### src/rtl/hop_chain_if.sv
// hop_chain_if
//   Bundles the data-path and probe signals of hop_chain_pipe.
//   The master side (bench or surrounding fabric) drives advance, start,
//   start_vld, probe_go and, when HOP_STAGE_CLR_EN is defined, stage_clr.
//   The slave side (hop_chain_pipe) drives ff_out, out_vld, occ and the
//   probe_* status signals.
//   Per-channel fields are packed flat: channel c occupies [c*W +: W].
// Configuration macro: HOP_STAGE_CLR_EN (adds the stage_clr vector).
interface hop_chain_if #(
  parameter int NUM_CH = 2,
  parameter int DEPTH  = 8,
  parameter int WIDTH  = 1,
  parameter int CNT_W  = 8
);
  localparam int OCC_W = $clog2(DEPTH + 1);

  logic                      advance;
  logic [NUM_CH*WIDTH-1:0]   start;
  logic [NUM_CH-1:0]         start_vld;
`ifdef HOP_STAGE_CLR_EN
  logic [NUM_CH*DEPTH-1:0]   stage_clr;
`endif
  logic [NUM_CH*WIDTH-1:0]   ff_out;
  logic [NUM_CH-1:0]         out_vld;
  logic [NUM_CH*OCC_W-1:0]   occ;
  logic [NUM_CH-1:0]         probe_go;
  logic [NUM_CH-1:0]         probe_busy;
  logic [NUM_CH-1:0]         probe_done;
  logic [NUM_CH*CNT_W-1:0]   probe_lat;
  logic [NUM_CH-1:0]         probe_ovf;

  modport master (
    output advance, start, start_vld,
`ifdef HOP_STAGE_CLR_EN
    output stage_clr,
`endif
    output probe_go,
    input  ff_out, out_vld, occ, probe_busy, probe_done, probe_lat, probe_ovf
  );

  modport slave (
    input  advance, start, start_vld,
`ifdef HOP_STAGE_CLR_EN
    input  stage_clr,
`endif
    input  probe_go,
    output ff_out, out_vld, occ, probe_busy, probe_done, probe_lat, probe_ovf
  );
endinterface

### src/rtl/hop_chain_pipe.sv
// hop_chain_pipe
//   NUM_CH independent DEPTH-stage register chains of WIDTH-bit data, each
//   stage carrying a valid bit and a probe tag bit. A shared advance shifts
//   every chain by one stage; advance=0 holds everything. Each channel owns a
//   latency probe (IDLE/ARM/MEAS/DONE) that tags one injected token and counts
//   cycles until the tag reaches the last stage, saturating at 2^CNT_W-1.
// Ports
//   clock0 : clock, all state on posedge
//   rst    : synchronous active-high reset
//   bus    : hop_chain_if.slave (advance, start, start_vld, probe_go,
//            [stage_clr], ff_out, out_vld, occ, probe_busy, probe_done,
//            probe_lat, probe_ovf)
// Configuration macro: HOP_STAGE_CLR_EN
//   defined   : stage_clr zeroes data/valid/tag of the selected stages on the
//               edge, overriding the shift into them.
//   undefined : stages are cleared only by rst.
module hop_chain_pipe #(
  parameter int NUM_CH = 2,
  parameter int DEPTH  = 8,
  parameter int WIDTH  = 1,
  parameter int CNT_W  = 8
) (
  input  logic        clock0,
  input  logic        rst,
  hop_chain_if.slave  bus
);
  localparam int OCC_W = $clog2(DEPTH + 1);
  localparam logic [CNT_W-1:0] CNT_MAX = '1;

  typedef enum logic [1:0] {IDLE, ARM, MEAS, DONE} probe_state_t;

  // Chain state
  logic [NUM_CH-1:0][DEPTH-1:0][WIDTH-1:0] data_q, data_d;
  logic [NUM_CH-1:0][DEPTH-1:0]            vld_q, vld_d;
  logic [NUM_CH-1:0][DEPTH-1:0]            tag_q, tag_d;
  logic [NUM_CH-1:0][DEPTH-1:0]            clr;
  logic [NUM_CH-1:0][OCC_W-1:0]            occ_q, occ_d;

  // Probe state
  probe_state_t     state_q [NUM_CH];
  probe_state_t     state_d [NUM_CH];
  logic [CNT_W-1:0] cnt_q   [NUM_CH];
  logic [CNT_W-1:0] cnt_d   [NUM_CH];
  logic [CNT_W-1:0] lat_q   [NUM_CH];
  logic [CNT_W-1:0] lat_d   [NUM_CH];
  logic [NUM_CH-1:0] ovf_q, ovf_d;

  // Per-channel probe events for this cycle
  logic [NUM_CH-1:0] inject;
  logic [NUM_CH-1:0] exit_hit;
  logic [NUM_CH-1:0] timeout;

`ifdef HOP_STAGE_CLR_EN
  assign clr = bus.stage_clr;
`else
  assign clr = '0;
`endif

  // Exit is checked before timeout so a token that arrives on the saturating
  // count is still reported as a real latency.
  always_comb begin
    // NOTE: every always_comb output gets a default first so no path can leave it unassigned and infer a latch.
    inject   = '0;
    exit_hit = '0;
    timeout  = '0;
    for (int c = 0; c < NUM_CH; c++) begin
      inject[c]   = (state_q[c] == ARM) && bus.advance && bus.start_vld[c];
      exit_hit[c] = (state_q[c] == MEAS) && tag_q[c][DEPTH-1];
      timeout[c]  = (state_q[c] == MEAS) && !tag_q[c][DEPTH-1] && (cnt_q[c] == CNT_MAX);
    end
  end

  // Chain next state: shift, tag housekeeping, stage clears, occupancy.
  always_comb begin
    data_d = data_q;
    vld_d  = vld_q;
    tag_d  = tag_q;
    occ_d  = '0;
    for (int c = 0; c < NUM_CH; c++) begin
      if (bus.advance) begin
        for (int k = DEPTH - 1; k > 0; k--) begin
          data_d[c][k] = data_q[c][k-1];
          vld_d[c][k]  = vld_q[c][k-1];
          tag_d[c][k]  = tag_q[c][k-1];
        end
        data_d[c][0] = bus.start[c*WIDTH +: WIDTH];
        vld_d[c][0]  = bus.start_vld[c];
        tag_d[c][0]  = inject[c];
      end
      // A detected tag is retired even if the chain is stalled, so it cannot
      // be seen again by the next measurement on this channel.
      if (exit_hit[c]) tag_d[c][DEPTH-1] = 1'b0;
      if (timeout[c])  tag_d[c] = '0;
      for (int k = 0; k < DEPTH; k++) begin
        if (clr[c][k]) begin
          data_d[c][k] = '0;
          vld_d[c][k]  = 1'b0;
          tag_d[c][k]  = 1'b0;
        end
      end
      // occ is registered from the next-state valids, so it matches the
      // stage contents right after the edge.
      for (int k = 0; k < DEPTH; k++) begin
        occ_d[c] = occ_d[c] + OCC_W'(vld_d[c][k]);
      end
    end
  end

  // Probe FSM next state and capture registers.
  always_comb begin
    for (int c = 0; c < NUM_CH; c++) begin
      state_d[c] = state_q[c];
      cnt_d[c]   = cnt_q[c];
      lat_d[c]   = lat_q[c];
      ovf_d[c]   = ovf_q[c];
      case (state_q[c])
        IDLE: if (bus.probe_go[c]) state_d[c] = ARM;
        ARM: begin
          if (inject[c]) begin
            cnt_d[c]   = CNT_W'(1);
            state_d[c] = MEAS;
          end
        end
        MEAS: begin
          if (exit_hit[c]) begin
            lat_d[c]   = cnt_q[c];
            ovf_d[c]   = 1'b0;
            state_d[c] = DONE;
          end else if (timeout[c]) begin
            lat_d[c]   = CNT_MAX;
            ovf_d[c]   = 1'b1;
            state_d[c] = DONE;
          end else begin
            cnt_d[c] = cnt_q[c] + CNT_W'(1);
          end
        end
        DONE:    state_d[c] = IDLE;
        default: state_d[c] = IDLE;
      endcase
    end
  end

  // NOTE: sequential state is written with non-blocking assignments only, so every flop samples pre-edge values.
  always_ff @(posedge clock0) begin
    if (rst) begin
      // NOTE: the chain is a bank of flops, not a RAM, so it takes a reset; valid and tag must read 0 immediately after rst.
      data_q <= '0;
      vld_q  <= '0;
      tag_q  <= '0;
      occ_q  <= '0;
    end else begin
      data_q <= data_d;
      vld_q  <= vld_d;
      tag_q  <= tag_d;
      occ_q  <= occ_d;
    end
  end

  always_ff @(posedge clock0) begin
    if (rst) begin
      ovf_q <= '0;
      for (int c = 0; c < NUM_CH; c++) begin
        state_q[c] <= IDLE;
        cnt_q[c]   <= '0;
        lat_q[c]   <= '0;
      end
    end else begin
      ovf_q <= ovf_d;
      for (int c = 0; c < NUM_CH; c++) begin
        state_q[c] <= state_d[c];
        cnt_q[c]   <= cnt_d[c];
        lat_q[c]   <= lat_d[c];
      end
    end
  end

  for (genvar c = 0; c < NUM_CH; c++) begin : g_out
    assign bus.ff_out[c*WIDTH +: WIDTH]    = data_q[c][DEPTH-1];
    assign bus.out_vld[c]                  = vld_q[c][DEPTH-1];
    assign bus.occ[c*OCC_W +: OCC_W]       = occ_q[c];
    assign bus.probe_busy[c]               = (state_q[c] != IDLE);
    assign bus.probe_done[c]               = (state_q[c] == DONE);
    assign bus.probe_lat[c*CNT_W +: CNT_W] = lat_q[c];
    assign bus.probe_ovf[c]                = ovf_q[c];
  end

endmodule

### src/flat_wrapper.sv
// flat-port wrapper written by rule: the top's interface ports become plain ports
module hop_chain_pipe_flat 
#(
  parameter int NUM_CH = 2,
  parameter int DEPTH  = 8,
  parameter int WIDTH  = 1,
  parameter int CNT_W  = 8
)
  (clock0, rst, bus_advance, bus_start, bus_start_vld, bus_probe_go, bus_ff_out, bus_out_vld, bus_occ, bus_probe_busy, bus_probe_done, bus_probe_lat, bus_probe_ovf);
  hop_chain_if #(.NUM_CH(NUM_CH), .DEPTH(DEPTH), .WIDTH(WIDTH), .CNT_W(CNT_W)) bus_i ();
  input  logic clock0;
  input  logic rst;
  input wire logic [$bits(bus_i.advance)-1:0] bus_advance;
  input wire logic [$bits(bus_i.start)-1:0] bus_start;
  input wire logic [$bits(bus_i.start_vld)-1:0] bus_start_vld;
  input wire logic [$bits(bus_i.probe_go)-1:0] bus_probe_go;
  output wire logic [$bits(bus_i.ff_out)-1:0] bus_ff_out;
  output wire logic [$bits(bus_i.out_vld)-1:0] bus_out_vld;
  output wire logic [$bits(bus_i.occ)-1:0] bus_occ;
  output wire logic [$bits(bus_i.probe_busy)-1:0] bus_probe_busy;
  output wire logic [$bits(bus_i.probe_done)-1:0] bus_probe_done;
  output wire logic [$bits(bus_i.probe_lat)-1:0] bus_probe_lat;
  output wire logic [$bits(bus_i.probe_ovf)-1:0] bus_probe_ovf;
  assign bus_i.advance = bus_advance;
  assign bus_i.start = bus_start;
  assign bus_i.start_vld = bus_start_vld;
  assign bus_i.probe_go = bus_probe_go;
  assign bus_ff_out = bus_i.ff_out;
  assign bus_out_vld = bus_i.out_vld;
  assign bus_occ = bus_i.occ;
  assign bus_probe_busy = bus_i.probe_busy;
  assign bus_probe_done = bus_i.probe_done;
  assign bus_probe_lat = bus_i.probe_lat;
  assign bus_probe_ovf = bus_i.probe_ovf;
  hop_chain_pipe #(.NUM_CH(NUM_CH), .DEPTH(DEPTH), .WIDTH(WIDTH), .CNT_W(CNT_W)) u_core (.clock0(clock0), .rst(rst), .bus(bus_i));
endmodule
### config.mk
export PLATFORM = sky130hd
export DESIGN_NAME = hop_chain_pipe_flat
export DESIGN_NICKNAME = d
export VERILOG_FILES = /design/src/rtl/hop_chain_if.sv /design/src/rtl/hop_chain_pipe.sv /design/src/flat_wrapper.sv
export SDC_FILE = /design/constraint.sdc
export NUM_CORES = 1
export LEC_CHECK = 0
export BUFFER_PORTS_ARGS = -buffer_cell sky130_fd_sc_hd__buf_4
export CELL_PAD_IN_SITES_DETAIL_PLACEMENT = 1
export CELL_PAD_IN_SITES_GLOBAL_PLACEMENT = 1
export CORE_MARGIN = 2
export CORE_UTILIZATION = 41
export DETAILED_ROUTE_END_ITERATION = 8
export HOLD_SLACK_MARGIN = 0.15
export PLACE_DENSITY = 0.76
export SLEW_MARGIN = 20
export SYNTH_ARGS = -nofsm -noshare
export SYNTH_HDL_FRONTEND = slang
export SYNTH_SLANG_ARGS = --single-unit
export TNS_END_PERCENT = 5
### constraint.sdc
create_clock -name clock0 -period 3.87 [get_ports clock0]
set_clock_uncertainty 0.05 [all_clocks]
set_input_delay 0.774 -clock clock0 [delete_from_list [all_inputs] [get_ports clock0]]
set_output_delay 0.774 -clock clock0 [all_outputs]
set_load 0.005 [all_outputs]
Yosys cells after proc, flatten, opt, wreduce, memory -nomap -nowiden
Memories as Yosys holds them, arrays and structs flattened.
Index checks and enable logic that the tools add are counted.
- ROM bits: 0
- output and inout port bits: 34
- memories: 3
- bits in registers: 58
- RAM bits: 36
- word-level logic and storage cells: 122
- latch bits: 0
- $add $sub $neg: 16
- shift operators: 0
- bitwise operators: 6
- equal/unequal tests: 8
- div/mod/pow operators: 0
- $mul: 0
- order comparisons: 0
- reduce and logical (&&, ||, !) cells: 24
- mux-type cells: 39
- memories (name ; depth ; bits a word ; read ports ; clocked after Yosys merged registers in ; write ports ; RTL line ; text):
    u_core.cnt_q ; 2 ; 8 ; 2 ; 0 ; 2 ; hop_chain_pipe.sv:42 ; logic [CNT_W-1:0] cnt_q [NUM_CH];
    u_core.lat_q ; 2 ; 8 ; 2 ; 0 ; 2 ; hop_chain_pipe.sv:44 ; logic [CNT_W-1:0] lat_q [NUM_CH];
    u_core.state_q ; 2 ; 2 ; 2 ; 0 ; 2 ; hop_chain_pipe.sv:40 ; probe_state_t state_q [NUM_CH];
- operators by type and width (cell ; count):
    2-to-1 mux 8 bit ; 18
    adder 4 x 1 -> 4 bit ; 12
    case mux 8 bit (2 select lines) ; 2
    2-to-1 mux 2 bit ; 10
    adder 8 x 1 -> 8 bit, second input constant ; 2
    == test 8 bit, second input constant ; 2
    case mux 2 bit (4 select lines) ; 2
    logical AND 1 bit ; 10
    == test 2 bit, second input constant ; 4
    nonzero test 2 bit ; 4
    2-to-1 mux 1 bit ; 7
    OR 1 bit ; 6
    OR reduction 3 bit ; 2
    adder 1 x 1 -> 2 bit ; 2
    == test 2 x 1 -> 1 bit, second input constant ; 2
    logical NOT 2 bit ; 2
    AND reduction 2 bit ; 2
    OR reduction 2 bit ; 2
    logical NOT 1 bit ; 2

Logic depth before layout (Yosys ltp)
- word-level depth: 8
- depth in mapped cells: 13

Worst setup path before layout
No wires, ideal clock.
- path kind: input to register
- start point: in bus_advance
- end point: reg u_core.occ_q (netlist bit u_core.bus.occ[5])
- data required time: 3.693 ns
- stages on the path: 11
- path slack: -0.079 ns
- data arrival time: 3.773 ns
- buffers on the path: 2
- cell sequence: buf_2 -> clkbuf_1 -> mux2_2 -> ha_1 -> fa_1 -> inv_1 -> fa_1 -> fa_1 -> inv_1 -> fa_1 -> nor2b_1
- RTL lines (what ; RTL line ; text):
    start, declared ; flat_wrapper.sv:13 ; input wire logic [$bits(bus_i.advance)-1:0] bus_advance;
    end signal, assigned ; hop_chain_pipe.sv:150 ; occ_q <= '0;
    end signal, assigned ; hop_chain_pipe.sv:155 ; occ_q <= occ_d;
    end, declared ; hop_chain_pipe.sv:37 ; logic [NUM_CH-1:0][OCC_W-1:0] occ_q, occ_d;

==> flow_summary.ini <==
[critical_path]
cp_data_arrival_time_ns = 3.62
critPathLaunchType = input port
crit_fanout = 9
crit_required_ns = 4.06
cp-end-kind = flop
worst-setup-path-type = input port to flop

[cells_and_area]
syn_to_final_growth_pct = 15.7
final_cell_mix = dfxtp_1, mux2i_1, buf_4
layout_commonest_cell = dfxtp_1
drive_gt1_frac = 0.164
fin_util = 0.490
nets = 500
antennaDiodeCount = 0

[clocking]
clk_latency_ns = 0.36
cts_resized = 0
cts_tree = done
cts_setup_buffers = 0
cts_buffers = 9
root_buffer = clkbuf_8
clk_pin_slew_worst_paths_ns = 0.10
htreeDepth = 3
hold_buffers = 0
clock_sinks = 94
cts_buffer_depth = 2

[global_route]
antenna_found_initial = 0
grt_pass1_wl_mm = 15.2
grt_usage = 0.167
gr-total-overflow = 0
first_global_vias = 3294
grt_max_degree = 58

[logic_synthesis]
syn_inst = 426
syn-cell-area_um2 = 4160
syn_nets = 461
synth_edf_count = 0
synthArstFlopShare = 0
synth_ff_type = dfxtp_1
synth_top_cell_by_area = dfxtp_1
synth_seq_area_share = 0.452
avgSynthCellArea_um2 = 9.77
ys_types = 45
synth.top_cell.area_share = 0.452
synthTopCellsByArea = dfxtp_1, mux2i_1, ha_1, nor2_1, fa_1
ys_seq_elements = 94
ys_warn_count = 0

[route]
dr_total_vias = 3105
ant_nets = 0
wl_mm = 8.87
first_iter_violations = 53
vias_per_cell = 5.15
drc = 0
drt-pass1-iter-count = 4
routedWlPerCell_um = 14.7

[timing]
setup_tns_ns = 0
drv_slew = 0
fmax_ghz = 0.291
final_hold_viol_count = 0
setup_ws_ns = 0.436
finalSetupViolCount = 0
period_minus_slack_ns = 3.43
finalCritPeriodShare = 0.887
rsz0062_at_grt = false
tightest_slew_ns = 0.903
slew_headroom = 0.396

[die]
dieArea_um2 = 11000
core-area_um2 = 9820
start_util = 0.424
die_y_um = 105
ios = 43
die_w_um = 105
rows = 36

[run]
cap_violations = 0

[min_path]
min_path_type = flop to flop

[power_and_ir_drop]
ir_drop_mv = 0.177
power_mw = 2.12
p_leak_nw = 2.11
powerDensity_nw_per_um2 = 440

[place]
port_buffers = 42
dpl.hpwl_mm = 6.32
routabilityCongestion = 0.752
post-place-ws_ns = 0.0464

[run_status]
outcome = finished, final reports clean
## worst max-delay path, stage by stage
cell and delay [ns]:
buf_4 0.16, mux2_2 0.37, ha_1 0.29, fa_1 0.51
inv_1 0.06, fa_1 0.47, fa_1 0.37, inv_1 0.09
fa_1 0.40, nor2b_1 0.13
## logic make-up after synthesis
group | share of synthesized area
compound gates | 0.0854
xor+xnor | 0.00421
fa+ha+maj | 0.0926
buf+inv | 0.0394
flops | 0.452
mux | 0.144
simple gates | 0.182
## report_power, final
part	leakage, nW	internal (mW)	switching (mW)
clock network	0.117	0.375	0.368
registers	0.760	1.00	0.0367
logic	1.23	0.149	0.190
total	2.11	1.53	0.594
## synth_stat cells, types with 4 or more instances
master	count
o21ai_0	6
nor4_1	5
dfxtp_1	94
a21oi_1	18
nor3_1	7
or3_1	7
or4_1	7
ha_1	18
nand2_1	42
clkbuf_1	8
o31ai_1	4
mux2i_1	52
nor2_1	44
nor2b_1	4
inv_1	18
nand3_1	10
a21boi_0	4
and2_1	10
a31oi_1	8
mux2_2	7
buf_2	5
buf_4	4
fa_1	8
## layer usage
metal	global-route usage	wire (um)	vias up
met3	0.0274	172	10
li1	-	-	1545
met5	0	0	-
met4	0.0619	106	0
met2	0.296	4500	26
met1	0.201	4080	1524
## layout make-up
type,count,area [um2]
fillers,1164,5000
multi-input cells,294,2120
flip-flops and latches,94,1880
repair buffers,47,353
well taps,133,166
clock buffers,9,124
clock inverters,7,103
inverters,19,71.3
## through the flow
stage                     hold slack [ns]  cells  area (um2)
after floorplan                     0.395    426        4160
after global placement              0.390    587        4590
after detailed placement            0.405    587        4590
after CTS                           0.417    603        4810
after global routing                0.438    603        4810
final                               0.412    603        4810
## sequential cells by signal (all words and copies together) (netlist names)
name,flops
u_core.bus.out_vld,2
u_core.bus.probe_ovf,2
u_core.bus.ff_out,2
u_core.state_q,4
u_core.cnt_q,16
u_core.bus.occ,8
u_core.tag_q,16
u_core.data_q,14
u_core.vld_q,14
u_core.lat_q,16
## path summary, 6_finish.rpt
path | start | endpoint | slack [ns] | depth (start not counted)
worst min-delay path | u_core.bus.probe_ovf[1] | u_core.bus.probe_ovf[1] | 0.41 | 2
worst max-delay path | bus_advance | u_core.bus.occ[5] | 0.44 | 10
worst min register to register | u_core.bus.probe_ovf[1] | u_core.bus.probe_ovf[1] | 0.41 | 2
worst max register to register | u_core.vld_q[8] | u_core.bus.occ[5] | 0.73 | 10
Note: power is estimated with default switching activity, not from simulation.
